<file path="src/rtl/ar_pkg.sv">
// Shared constants for the arithmetic result multiplexer pipeline:
// select codes, default data width and a select-width sanity helper.
package ar_pkg;

   localparam int AR_WIDTH      = 16;
   localparam int AR_NSRC       = 3;

   localparam int AR_SEL_ZERO   = 0;
   localparam int AR_SEL_LOGIC  = 1;
   localparam int AR_SEL_SHIFT  = 2;
   localparam int AR_SEL_ADDSUB = 3;

   // True when a select of sel_w bits can encode zero plus every channel.
   function automatic bit sel_fits(input int sel_w, input int nsrc);
      return (64'd1 << sel_w) >= 64'(nsrc + 1);
   endfunction

endpackage

</file>
<file path="src/rtl/ar_skid_buf.sv">
// Two-entry in-order buffer with valid/ready handshakes on both sides.
// Full throughput: a push and a pop in the same cycle keep the occupancy.
module ar_skid_buf #(
   parameter int DW = 8
) (
   input  logic          clk,
   input  logic          rst,
   input  logic          in_valid,
   output logic          in_ready,
   input  logic [DW-1:0] in_data,
   output logic          out_valid,
   input  logic          out_ready,
   output logic [DW-1:0] out_data
);

   logic [DW-1:0] mem_q [2];
   logic [1:0]    count_q, count_d;
   logic          head_q, head_d;
   logic          tail;
   logic          push, pop;

   assign in_ready  = (count_q != 2'd2) && !rst;
   assign out_valid = (count_q != 2'd0);
   assign out_data  = mem_q[head_q];
   assign push      = in_valid && in_ready;
   assign pop       = out_valid && out_ready && !rst;
   // The free slot sits one past the head when one entry is held.
   assign tail      = head_q ^ count_q[0];

   // Occupancy and head pointer update from the push/pop pair.
   always_comb begin
      // NOTE: defaults first so every path assigns each output and no latch is inferred.
      count_d = count_q;
      head_d  = head_q;
      unique case ({push, pop})
         2'b10:   count_d = count_q + 2'd1;
         2'b01: begin
            count_d = count_q - 2'd1;
            head_d  = ~head_q;
         end
         2'b11:   head_d  = ~head_q;
         default: ;
      endcase
   end

   // State registers and entry storage.
   always_ff @(posedge clk) begin
      // NOTE: non-blocking assignments keep every register sampling pre-edge values.
      if (rst) begin
         count_q <= 2'd0;
         head_q  <= 1'b0;
         // NOTE: only two entries, and the outputs must read zero after reset, so the storage is cleared too.
         for (int i = 0; i < 2; i++) mem_q[i] <= '0;
      end else begin
         count_q <= count_d;
         head_q  <= head_d;
         if (push) mem_q[tail] <= in_data;
      end
   end

endmodule

</file>
<file path="src/rtl/ar_mux_pipe.sv">
// Result multiplexer: selects one of NSRC packed sources (or zero) and
// queues the result with its select code and an illegal-select flag.
// Optional macro AR_MUX_FLAGS_EN adds stored out_zero/out_neg flags.
module ar_mux_pipe
   import ar_pkg::*;
#(
   parameter int WIDTH = AR_WIDTH,
   parameter int NSRC  = AR_NSRC,
   parameter int SEL_W = 2
) (
   input  logic                    clk,
   input  logic                    rst,
   input  logic [NSRC*WIDTH-1:0]   src_in,
   input  logic [SEL_W-1:0]        sel,
   input  logic                    in_valid,
   output logic                    in_ready,
   output logic [WIDTH-1:0]        out_data,
   output logic [SEL_W-1:0]        out_sel,
   output logic                    out_err,
`ifdef AR_MUX_FLAGS_EN
   output logic                    out_zero,
   output logic                    out_neg,
`endif
   output logic                    out_valid,
   input  logic                    out_ready
);

   if (!sel_fits(SEL_W, NSRC) || NSRC < 1 || NSRC > 15) begin : g_bad_cfg
      $error("ar_mux_pipe: NSRC must be 1..15 and 2**SEL_W >= NSRC+1");
   end

`ifdef AR_MUX_FLAGS_EN
   localparam int FLAG_W = 2;
`else
   localparam int FLAG_W = 0;
`endif
   localparam int DW = FLAG_W + 1 + SEL_W + WIDTH;

   logic [WIDTH-1:0] res_data;
   logic             res_err;
   logic [DW-1:0]    in_pay, out_pay;

   // Select decode: zero code, a legal channel, or illegal (zero + error).
   always_comb begin
      res_data = '0;
      res_err  = 1'b0;
      if (int'(sel) > NSRC) begin
         res_err = 1'b1;
      end else if (int'(sel) != AR_SEL_ZERO) begin
         for (int k = 1; k <= NSRC; k++) begin
            if (int'(sel) == k) res_data = src_in[(k-1)*WIDTH +: WIDTH];
         end
      end
   end

`ifdef AR_MUX_FLAGS_EN
   assign in_pay = {(res_data == '0), res_data[WIDTH-1], res_err, sel, res_data};
   assign {out_zero, out_neg, out_err, out_sel, out_data} = out_pay;
`else
   assign in_pay = {res_err, sel, res_data};
   assign {out_err, out_sel, out_data} = out_pay;
`endif

   ar_skid_buf #(.DW(DW)) u_buf (
      .clk       (clk),
      .rst       (rst),
      .in_valid  (in_valid),
      .in_ready  (in_ready),
      .in_data   (in_pay),
      .out_valid (out_valid),
      .out_ready (out_ready),
      .out_data  (out_pay)
   );

endmodule
</file>
<file path="config.mk">
export PLATFORM = sky130hd
export DESIGN_NAME = ar_mux_pipe
export DESIGN_NICKNAME = d
export VERILOG_FILES = /design/src/rtl/ar_pkg.sv /design/src/rtl/ar_skid_buf.sv /design/src/rtl/ar_mux_pipe.sv
export SDC_FILE = /design/constraint.sdc
export NUM_CORES = 1
export LEC_CHECK = 0
export BUFFER_PORTS_ARGS = -buffer_cell sky130_fd_sc_hd__buf_4
export CAP_MARGIN = 10
export CORE_UTILIZATION = 50
export CTS_BUF_LIST = sky130_fd_sc_hd__clkbuf_4 sky130_fd_sc_hd__clkbuf_8 sky130_fd_sc_hd__clkbuf_16
export DETAILED_ROUTE_END_ITERATION = 6
export PLACE_DENSITY = 0.8
export SYNTH_ARGS = -nofsm -noshare
export SYNTH_HDL_FRONTEND = slang
export SYNTH_SLANG_ARGS = --single-unit
</file>
<file path="constraint.sdc">
create_clock -name clk -period 2.56 [get_ports clk]
set_clock_uncertainty 0.2 [all_clocks]
set_input_delay 0.384 -clock clk [delete_from_list [all_inputs] [get_ports clk]]
set_output_delay 0.384 -clock clk [all_outputs]
set_load 0.01 [all_outputs]
</file>
---- Word-level counts from Yosys, hierarchy flattened ----
Memories as Yosys holds them, arrays and structs flattened. A register that Yosys moved wholly into a read port is not among the register bits.
Index checks and enable logic that the tools add are counted.
cells by class
  $add $sub $neg .......................... 2
  eq/ne operators ......................... 7
  mux-type cells .......................... 15
  bitwise logic cells ..................... 2
  reductions and logical operators ........ 10
operators with widths
  kind                                                                count
  16-bit 2-to-1 mux                                                   4
  18-bit 2-to-1 mux                                                   1
  18-bit OR reduction                                                 1
  1-bit 2-to-1 mux                                                    9
  2-bit == test, second input constant                                4
  2-bit nonzero test                                                  3
  2-bit by 1-bit == test with 1-bit output, second input constant     2
  1-bit logical AND                                                   4
  2-bit case mux with 2 select lines                                  1
  2-bit by 1-bit adder with 2-bit output, second input constant       1
  2-bit inequality test, second input constant                        1
  2-bit OR reduction                                                  1
  2-bit by 1-bit subtractor with 2-bit output, second input constant  1
  1-bit zero test                                                     1
  1-bit inverter                                                      1
  1-bit XOR                                                           1
storage, ports and cells
  register bits after elaboration ......... 3
  RAM bits ................................ 36
  bits of input ports ..................... 54
  memories kept ........................... 1
memory list
  memory       depth  bits a word  rd ports  clocked after memory_dff  write ports  line               RTL
  u_buf.mem_q  2      18           1         1                         2            ar_skid_buf.sv:16  logic [DW-1:0] mem_q [2];

---- Longest topological paths before layout ----
Gate-level depths: netlist of run 1.
  depth in word-level cells ............... 8
  gate-level depth with buffers ........... 8
  mapped depth without buffers ............ 7

---- By module ----
From an unflattened synthesis of run 1, not the netlist that was laid out.
second synthesis, totals
  cells, all modules ...................... 174
  area total of the unflattened synthesis .. 2333.5 µm²
modules (own cells, without submodules)
  module       instances  cells each  area each (µm²)  seq. area each (µm²)
  ar_skid_buf  1          134         1895.6           1221.2
  ar_mux_pipe  1          40          437.9            0.0

---- Worst setup path before layout of run 1 ----
No wires, ideal clock.
  path kind ............................... in2reg
  start point ............................. input rst
  end point ............................... memory u_buf.mem_q[1][0] (netlist name) (enable)
  data arrival time ....................... 1.331 ns
  path slack .............................. 0.651 ns
  stages on the path ...................... 4
  path buffers ............................ 1
  path through ............................ buf_2 > nor2b_2 > o21ai_2 > nand2b_1
RTL lines
  item                line               RTL
  start: declaration  ar_mux_pipe.sv:12  input logic rst,
  end: declaration    ar_skid_buf.sv:16

==> results of run 1 <==
## final cells by class
| type | count | area, um^2 |
|---|---|---|
| fillers | 309 | 1290 |
| multi-input cells | 112 | 862 |
| repair buffers | 78 | 586 |
| inverters | 3 | 11.3 |
| clock inverters | 3 | 18.8 |
| clock buffers | 5 | 68.8 |
| flip-flops and latches | 40 | 1160 |
| well taps | 50 | 62.6 |
## cell usage after synthesis
cell / number / area (um^2)
sky130_fd_sc_hd__o21ai_2: 1 / 8.76
sky130_fd_sc_hd__a21oi_1: 2 / 10.0
sky130_fd_sc_hd__nor3_1: 1 / 5.00
sky130_fd_sc_hd__a22oi_1: 7 / 52.6
sky130_fd_sc_hd__nand2b_1: 2 / 12.5
sky130_fd_sc_hd__o21ai_4: 1 / 16.3
sky130_fd_sc_hd__dfxtp_1: 4 / 80.1
sky130_fd_sc_hd__xor2_1: 2 / 17.5
sky130_fd_sc_hd__nor2b_2: 1 / 8.76
sky130_fd_sc_hd__conb_1: 1 / 3.75
sky130_fd_sc_hd__and2_1: 1 / 6.26
sky130_fd_sc_hd__or2_2: 1 / 6.26
sky130_fd_sc_hd__xnor2_1: 1 / 8.76
sky130_fd_sc_hd__inv_1: 3 / 11.3
sky130_fd_sc_hd__ha_1: 1 / 12.5
sky130_fd_sc_hd__nor3b_2: 1 / 12.5
sky130_fd_sc_hd__a22oi_2: 9 / 113
sky130_fd_sc_hd__nor2_1: 40 / 150
sky130_fd_sc_hd__buf_6: 6 / 67.6
sky130_fd_sc_hd__o21ai_0: 2 / 10.0
sky130_fd_sc_hd__or3_1: 1 / 6.26
sky130_fd_sc_hd__buf_4: 2 / 15.0
sky130_fd_sc_hd__mux2_2: 34 / 383
sky130_fd_sc_hd__buf_2: 5 / 25.0
sky130_fd_sc_hd__edfxtp_1: 36 / 1080
sky130_fd_sc_hd__nand2_1: 1 / 3.75
sky130_fd_sc_hd__nor2b_1: 2 / 12.5
## routing by layer
layer | GRT usage (%) | vias to the layer above | wire, um
li1 | - | 745 | -
met5 | 0 | - | 0
met2 | 38.0 | 45 | 2310
met4 | 7.18 | 0 | 42
met3 | 6.25 | 4 | 225
met1 | 22.4 | 726 | 1780
## worst min-delay path by stage
stage                           startpoint                to  slack, ps
final                                  rst         flip-flop        120
after global placement    u_buf.count_q[1]  u_buf.count_q[1]        340
after CTS                              rst         flip-flop        120
after detailed placement  u_buf.count_q[1]  u_buf.count_q[1]        360
after global routing                   rst      u_buf.head_q        130
after floorplan           u_buf.count_q[1]  u_buf.count_q[1]        310
## cells by family after synthesis
family / Yosys count / synth area share [%]
other: 1 / 0.175
XOR/XNOR: 3 / 1.23
AND/OR/NAND/NOR: 51 / 10.5
multiplexers: 34 / 17.9
adder cells (fa/ha/maj): 1 / 0.585
buffers and inverters: 16 / 5.55
flip-flops: 40 / 54.3
AO/OA/AOI/OAI: 22 / 9.82
## placed cells by master, fill, tap and decap left out, types with 2 or more instances in the layout
cell	n
sky130_fd_sc_hd__buf_4	78
sky130_fd_sc_hd__nor2_1	40
sky130_fd_sc_hd__edfxtp_1	36
sky130_fd_sc_hd__mux2_2	34
sky130_fd_sc_hd__a22oi_2	9
sky130_fd_sc_hd__a22oi_1	7
sky130_fd_sc_hd__clkbuf_8	5
sky130_fd_sc_hd__dfxtp_1	4
sky130_fd_sc_hd__inv_1	3
sky130_fd_sc_hd__o21ai_0	2
sky130_fd_sc_hd__a21oi_1	2
sky130_fd_sc_hd__nor2b_2	2
sky130_fd_sc_hd__nand2b_1	2
sky130_fd_sc_hd__xor2_1	2
sky130_fd_sc_hd__clkinv_2	2
## power by group
part,switching [mW],internal (mW)
Clock,0.213,0.190
Sequential,0.0245,0.783
Combinational,0.195,0.227
## flip-flops by register name, summed over array words and instances (netlist names), named ones only
| register | flops |
|---|---|
| u_buf.head_q | 1 |
| u_buf.count_q | 2 |
| u_buf.mem_q | 36 |
## through the flow
stage               util, %  worst slack (ps)  hold slack [ps]
finish                 68.3               527              122
global route           68.3               453              127
CTS                    68.3               525              122
detailed placement     66.1               534              360
global placement       66.1               564              339
floorplan                 -               651              313
## worst max-delay path, cell delays in order, from the launching register on
cell                       delay (ps)
sky130_fd_sc_hd__dfxtp_1          490
sky130_fd_sc_hd__nor3b_2           90
sky130_fd_sc_hd__o21ai_2          640
sky130_fd_sc_hd__nand2b_1         110
sky130_fd_sc_hd__buf_4            240
==> results_dict.tcl, run 1 <==
set metrics [dict create \
    power_density_mw_per_mm2 589 \
    initial_core_util_pct 52.7 \
    final.min_clock_period_ps 2030 \
    setup-violations-final 0 \
    worstReg2RegStart "u_buf.count_q[0]" \
    cts_buffers 5 \
    post_layout_nonfiller_instances 291 \
    ys.warnings.count 0 \
    gr-usage-all-layers_pct 20.7 \
    ff2ff_setup_slack_ps 530 \
    leakage_nw 1.15 \
    worst_ep_required_time_ps 2380 \
    die_x_um 67.4 \
    run_status "finished clean" \
    synthToLayoutAreaGrowth_pct 29.5 \
    vias_per_cell 5.22 \
    setup_fix_buffers_added_after_clock_tree_synthesis 0 \
    std_cell_rows 23 \
    finalPower_mw 1.63 \
    critPathArrivalTime_ps 1860 \
    layout_worst_path_cycle_share_pct 79.4 \
    postSynthCellCount 168 \
    grt_pass1_wl_um 6640 \
    grt_setup_unrepaired "no" \
    remaining_drc_errors 0 \
    drv.max_cap_violation_count 0 \
    fmax_mhz 492 \
    final_layout_size_suffix_gt1_share_pct 56.0 \
    worstPathMaxFanout 19 \
    worst-r2r-cell-count 4 \
    port-buffer-count 73 \
    grt_start_max_net_pins 20 \
    seq_area_frac_synth_pct 54.3 \
    fp.dieH_um 67.4 \
    cts_hold_buffers_added 0 \
    synth_cell_types 27 \
    ir_worst_vdd_mv 0.410 \
    placeableCoreArea_mm2 0.00406 \
    ios 75 \
    nNetsFinal 295 \
    dpl_cell_area_mm2 0.00268 \
    holdPathStages 2 \
    postRouteAntennaNets 0 \
    post_synthesis_mean_instance_area_um2 12.7 \
    via_count 1520 \
    place_congestion 0.693 \
    cts.reportedPaths.clkPinSlew_ps 80 \
    syn-num-nets 223 \
    timing.setup.tns_ps 0 \
    cts_tree "yes" \
    worst_skew_pair.late_latency_ps 280 \
    r2r_end "u_buf.mem_q[1][17]" \
    max-slew-margin-rel_pct 47.9 \
    post-route-cell-area_mm2 0.00277 \
    average_wire_per_cell_in_the_routed_design_um 15.0 \
    cts-root-buf "sky130_fd_sc_hd__clkbuf_8" \
    worst_slew_pin_slew_ps 781 \
    timing.final.hold_violations 0 \
    worstSetupStartpointType "flip-flop" \
    cell_count_post_placement 283 \
    inserted_diodes 0 \
    critPathCaptureType "flip-flop" \
    holdCritPathClass "in2reg" \
    clock_sink_count 40 \
    dpl.hpwl_um 3090 \
    synth_seq_cells 40 \
    buffer_depth_of_the_longest_clock_path 2 \
    first_global_vias 1491 \
    combined_area_of_all_synthesized_cells_mm2 0.00214 \
    drt_wl_total_um 4360 \
    dr.pass1.iters 4 \
    critPathLaunch "u_buf.count_q[0]" \
    die_area_mm2 0.00454 \
    grt_overflow 0 \
    critical_path_class "reg2reg" \
    dr.first_iter.drc_count 62 \
    antenna_found_initial 0 \
    drv_slew 0 \
    critical_path.endpoint "u_buf.mem_q[1][17]" \
    cts_htree_levels 2 \
    cts_resized 0 \
]
Power figures use the tool's default switching activity.
==> inputs of run 2 (changes only) <==
==> constraint.sdc (replaced) <==
create_clock -name clk -period 1.9 [get_ports clk]
set_clock_uncertainty 0.2 [all_clocks]
set_input_delay 0.285 -clock clk [delete_from_list [all_inputs] [get_ports clk]]
set_output_delay 0.285 -clock clk [all_outputs]
set_load 0.01 [all_outputs]
==> results_dict.tcl, run 2 (synthesis results as in run 1) <==
set metrics [dict create \
    layout_top_registers "u_buf.mem_q (36), u_buf.count_q (2), u_buf.head_q (1)" \
    dr.pass1.iters 6 \
    max_reg_flops 36 \
    worst_slew_pin_slew_ps 985 \
    first_global_vias 1569 \
    cts.reportedPaths.clkPinSlew_ps 80 \
    clock_sink_count 40 \
    dpl.hpwl_um 3280 \
    cts_tree "yes" \
    timing.setup.tns_ps 0 \
    critPathArrivalTime_ps 1320 \
    post_layout_nonfiller_instances 296 \
    gr-usage-all-layers_pct 23.2 \
    largest-register "u_buf.mem_q" \
    timing.final.hold_violations 0 \
    remaining_drc_errors 0 \
    worstSetupStartpointType "flip-flop" \
    buffer_depth_of_the_longest_clock_path 2 \
    die_area_mm2 0.00454 \
    layout_worst_path_cycle_share_pct 95.2 \
    vias_per_cell 5.34 \
    max-slew-margin-rel_pct 34.0 \
    ff2ff_setup_slack_ps 150 \
    final.min_clock_period_ps 1810 \
    n_fill_cell 291 \
    worstReg2RegStart "u_buf.count_q[1]" \
    synthToLayoutAreaGrowth_pct 33.5 \
    port-buffer-count 73 \
    grt_overflow 0 \
    place_congestion 0.723 \
    drt_wl_total_um 4780 \
    cts_buffers 5 \
    fp.dieH_um 67.4 \
    mostFrequentLayoutCells "81 x sky130_fd_sc_hd__buf_4, 40 x sky130_fd_sc_hd__nor2_1, 36 x sky130_fd_sc_hd__edfxtp_1" \
    postRouteAntennaNets 0 \
    cts_resized 0 \
    ir_worst_vdd_mv 0.541 \
    critical_path.endpoint "out_sel[1]" \
    critPathCaptureType "output port" \
    worst-r2r-cell-count 5 \
    placeableCoreArea_mm2 0.00406 \
    drv.max_cap_violation_count 0 \
    std_cell_rows 23 \
    setup_fix_buffers_added_after_clock_tree_synthesis 0 \
    dpl_cell_area_mm2 0.00275 \
    die_x_um 67.4 \
    worst_ep_required_time_ps 1410 \
    critical_path_class "reg2out" \
    r2r_end "u_buf.count_q[1]" \
    inserted_diodes 0 \
    ios 75 \
    post-route-cell-area_mm2 0.00286 \
    cts_hold_buffers_added 0 \
    final_layout_size_suffix_gt1_share_pct 56.9 \
    via_count 1582 \
    cts-root-buf "sky130_fd_sc_hd__clkbuf_8" \
    grt_setup_unrepaired "no" \
    grt_pass1_wl_um 7390 \
    fmax_mhz 553 \
    power_density_mw_per_mm2 840 \
    worst_skew_pair.late_latency_ps 300 \
    finalCoreUtilization_pct 70.4 \
    grt_start_max_net_pins 19 \
    dr.first_iter.drc_count 106 \
    cell_count_post_placement 288 \
    fin_worst_hold_slack_ps 19.4 \
    nNetsFinal 300 \
    drv_slew 0 \
    layout.cells.most_common "sky130_fd_sc_hd__buf_4" \
    leakage_nw 1.19 \
    average_wire_per_cell_in_the_routed_design_um 16.1 \
    setup-violations-final 0 \
    holdCritPathClass "in2reg" \
    run_status "finished clean" \
    antenna_found_initial 0 \
    initial_core_util_pct 52.7 \
    cts_htree_levels 2 \
    worstPathMaxFanout 18 \
]
-- run 2: cell types whose count changed in the layout (fill, tap and decap cells not counted) --
cell	previous run	this run
sky130_fd_sc_hd__o21ai_1	0	1
sky130_fd_sc_hd__buf_4	78	81
sky130_fd_sc_hd__clkinv_2	2	1
sky130_fd_sc_hd__clkbuf_4	0	1
sky130_fd_sc_hd__o21ai_0	2	1
sky130_fd_sc_hd__bufinv_16	0	1
sky130_fd_sc_hd__buf_12	0	2
sky130_fd_sc_hd__clkinv_4	1	0
-- run 2: critical path, stage by stage (launching register included) --
cell and delay, ps:
sky130_fd_sc_hd__dfxtp_1 350, sky130_fd_sc_hd__buf_12 170, sky130_fd_sc_hd__mux2_2 360, sky130_fd_sc_hd__buf_4 150
-- run 2: routing by layer --
layer	track usage [%]	vias up	wire length, um
met5	0	-	0
met4	13.3	0	95
met3	4.73	9	197
met2	39.9	49	2540
met1	26.7	767	1950
li1	-	757	-
-- run 2: report_power, final --
part | internal, mW | switching, mW | leakage, nW
Sequential | 1.06 | 0.0290 | 0.410
Clock | 0.404 | 0.299 | 0.0586
Combinational | 0.332 | 0.281 | 0.726
Total | 1.79 | 0.609 | 1.19
-- run 2: per-stage QoR --
| step | setup slack (ps) | total power, mW |
|---|---|---|
| finish | 90.8 | 2.40 |
| global route | 26.7 | 2.50 |
| detailed placement | 11.1 | 1.72 |
| global placement | 73.7 | 1.70 |
| floorplan | 54.8 | 1.45 |
| CTS | 41.9 | 2.40 |
-- run 2: cell type report --
class,instances,area (um^2),share of cell area (%)
inverters,3,11.3,0.394
multi-input cells,112,862,30.2
well taps,50,62.6,2.19
flip-flops and latches,40,1160,40.6
repair buffers,83,648,22.7
clock inverters,2,35.0,1.23
clock buffers,6,76.3,2.67
-- run 2: how the worst min path moves through the flow --
stage,startpoint,cells after the start,slack (ps),to
2_1_floorplan,u_buf.count_q[1],2,310,u_buf.count_q[1]
3_3_place_gp,rst,2,320,u_buf.count_q[1]
3_5_place_dp,rst,2,330,u_buf.head_q
4_1_cts,rst,2,10,u_buf.count_q[0]
5_1_grt,rst,2,30,u_buf.count_q[0]
6_report,rst,2,20,u_buf.count_q[0]
==> inputs of run 3 (changes only) <==
--- a/config.mk
+++ b/config.mk
@@ -7,10 +7,13 @@
 export LEC_CHECK = 0
 export BUFFER_PORTS_ARGS = -buffer_cell sky130_fd_sc_hd__buf_4
 export CAP_MARGIN = 10
-export CORE_UTILIZATION = 50
+export CELL_PAD_IN_SITES_DETAIL_PLACEMENT = 0
+export CELL_PAD_IN_SITES_GLOBAL_PLACEMENT = 1
+export CORE_UTILIZATION = 39
 export CTS_BUF_LIST = sky130_fd_sc_hd__clkbuf_4 sky130_fd_sc_hd__clkbuf_8 sky130_fd_sc_hd__clkbuf_16
 export DETAILED_ROUTE_END_ITERATION = 6
-export PLACE_DENSITY = 0.8
+export PLACE_DENSITY_LB_ADDON = 0.1
+export REMOVE_ABC_BUFFERS = 1
 export SYNTH_ARGS = -nofsm -noshare
 export SYNTH_HDL_FRONTEND = slang
 export SYNTH_SLANG_ARGS = --single-unit
==> results_dict.tcl, run 3 (synthesis results as in run 1) <==
set metrics [dict create \
    cts-root-buf "sky130_fd_sc_hd__clkbuf_8" \
    clock_sink_count 40 \
    fin_worst_hold_slack_ps 35.4 \
    fmax_mhz 556 \
    critPathCaptureType "output port" \
    layout.cells.most_common "sky130_fd_sc_hd__buf_4" \
    layout_worst_path_cycle_share_pct 94.7 \
    critPathArrivalTime_ps 1310 \
    antenna_found_initial 0 \
    average_wire_per_cell_in_the_routed_design_um 14.5 \
    critical_path_class "reg2out" \
    dpl.hpwl_um 3310 \
    net-switching-power_mw 0.569 \
    timing.final.hold_violations 0 \
    nNetsFinal 301 \
    drt_wl_total_um 4590 \
    first_global_vias 1603 \
    worst_skew_pair.late_latency_ps 280 \
    p_int_mw 1.71 \
    ios 75 \
    grt_setup_unrepaired "no" \
    timing.final.ws_setup_ps 100 \
    cts_tree "yes" \
    largest-register "u_buf.mem_q" \
    max-slew-margin-rel_pct 42.2 \
    worstPathMaxFanout 18 \
    cts_htree_levels 2 \
    postRouteAntennaNets 0 \
    post-route-cell-area_mm2 0.00286 \
    dr.pass1.iters 4 \
    die_area_mm2 0.00579 \
    via_count 1553 \
    power_frac_clock_pct 25.9 \
    std_cell_rows 26 \
    drv_slew 0 \
    final_layout_size_suffix_gt1_share_pct 57.1 \
    placeableCoreArea_mm2 0.00520 \
    worst_slew_pin_slew_ps 863 \
    regArea_mm2 0.00116 \
    synthToLayoutAreaGrowth_pct 33.8 \
    preCtsSetupSlack_ps 34.3 \
    dr.first_iter.drc_count 35 \
    setup-violations-final 0 \
    layout_top_registers "u_buf.mem_q (36), u_buf.count_q (2), u_buf.head_q (1)" \
    grt_pass1_wl_um 7530 \
    remaining_drc_errors 0 \
    power_density_mw_per_mm2 796 \
    vias_per_cell 4.90 \
    area_taken_by_multi_input_logic_gates_um2 862 \
    port-buffer-count 73 \
    power_frac_seq_pct 47.5 \
    initial_core_util_pct 41.1 \
    n_fill_cell 470 \
    grt_overflow 0 \
    fp.dieH_um 76.1 \
    worst_ep_required_time_ps 1410 \
    place_congestion 0.731 \
    cts.reportedPaths.clkPinSlew_ps 70 \
    buffer_depth_of_the_longest_clock_path 2 \
    max_reg_flops 36 \
    worstSetupStartpointType "flip-flop" \
    final.min_clock_period_ps 1800 \
    switching_share_pct 25.0 \
    finalPower_mw 2.28 \
    power.combinational.fraction_pct 26.5 \
    ir_worst_vdd_mv 0.310 \
    inserted_diodes 0 \
    finalCoreUtilization_pct 55.0 \
    mostFrequentLayoutCells "83 x sky130_fd_sc_hd__buf_4, 40 x sky130_fd_sc_hd__nor2_1, 36 x sky130_fd_sc_hd__edfxtp_1" \
    cts_buffers 5 \
    dpl_cell_area_mm2 0.00277 \
    drv.max_cap_violation_count 0 \
    run_status "finished clean" \
    grt_start_max_net_pins 19 \
    leakage_nw 1.19 \
    gr-usage-all-layers_pct 16.7 \
    die_x_um 76.1 \
    holdCritPathClass "in2reg" \
]
run 3: cell types whose count changed in the layout (fill, tap and decap cells not counted), sizes merged:
| cell | delta |
|---|---|
| buf | +1 |
| bufinv | -1 |
| clkbuf | +2 |
| clkinv | -1 |
run 3: power by group through the flow:
stage / sequential (mW) / combinational, mW / clock, mW
floorplan: 1.11 / 0.288 / 0
global placement: 1.10 / 0.603 / 0
detailed placement: 1.10 / 0.612 / 0
CTS: 1.08 / 0.615 / 0.613
global route: 1.09 / 0.660 / 0.642
finish: 1.08 / 0.605 / 0.591
run 3: final timing paths:
kind / from / to / slack, ps / cells past startpoint
setup / recovery: flip-flop / out_data[0] / 100 / 3
hold / removal: rst / u_buf.count_q[1] / 40 / 2
setup reg to reg: u_buf.count_q[1] / u_buf.count_q[1] / 150 / 5
hold reg to reg: u_buf.count_q[1] / u_buf.count_q[1] / 400 / 2
run 3: area by class of cell:
type | count | area share, %
timing repair buffer | 84 | 22.5
tap | 70 | 3.06
clock buffer | 8 | 3.41
sequential | 40 | 40.6
inverter | 3 | 0.393
multi-input combinational | 112 | 30.1
run 3: what timing repair did:
item                                    4_1_cts  5_1_grt
hold buffers                                  0        0
resized for setup                             0        1
buffers inserted                              0        0
endpoints found under the setup margin        0        1
run 3: stage by stage:
step                std cells  setup TNS, ps
floorplan                 155          -2560
global placement          309              0
detailed placement        309              0
CTS                       317              0
global route              317              0
finish                    317              0
run 3: critical path, stage by stage (launching register included):
cell                      delay (ps)
sky130_fd_sc_hd__dfxtp_1         360
sky130_fd_sc_hd__buf_12          180
sky130_fd_sc_hd__mux2_2          350
sky130_fd_sc_hd__buf_4           150
run 3: routing by layer:
metal / vias to the layer above / share of wire, % / GRT usage [%]
met5: - / 0 / 0
met4: 0 / 0.50 / 4.04
met3: 2 / 5.1 / 4.67
met2: 51 / 53 / 30.7
met1: 743 / 41 / 19.0
li1: 757 / - / -
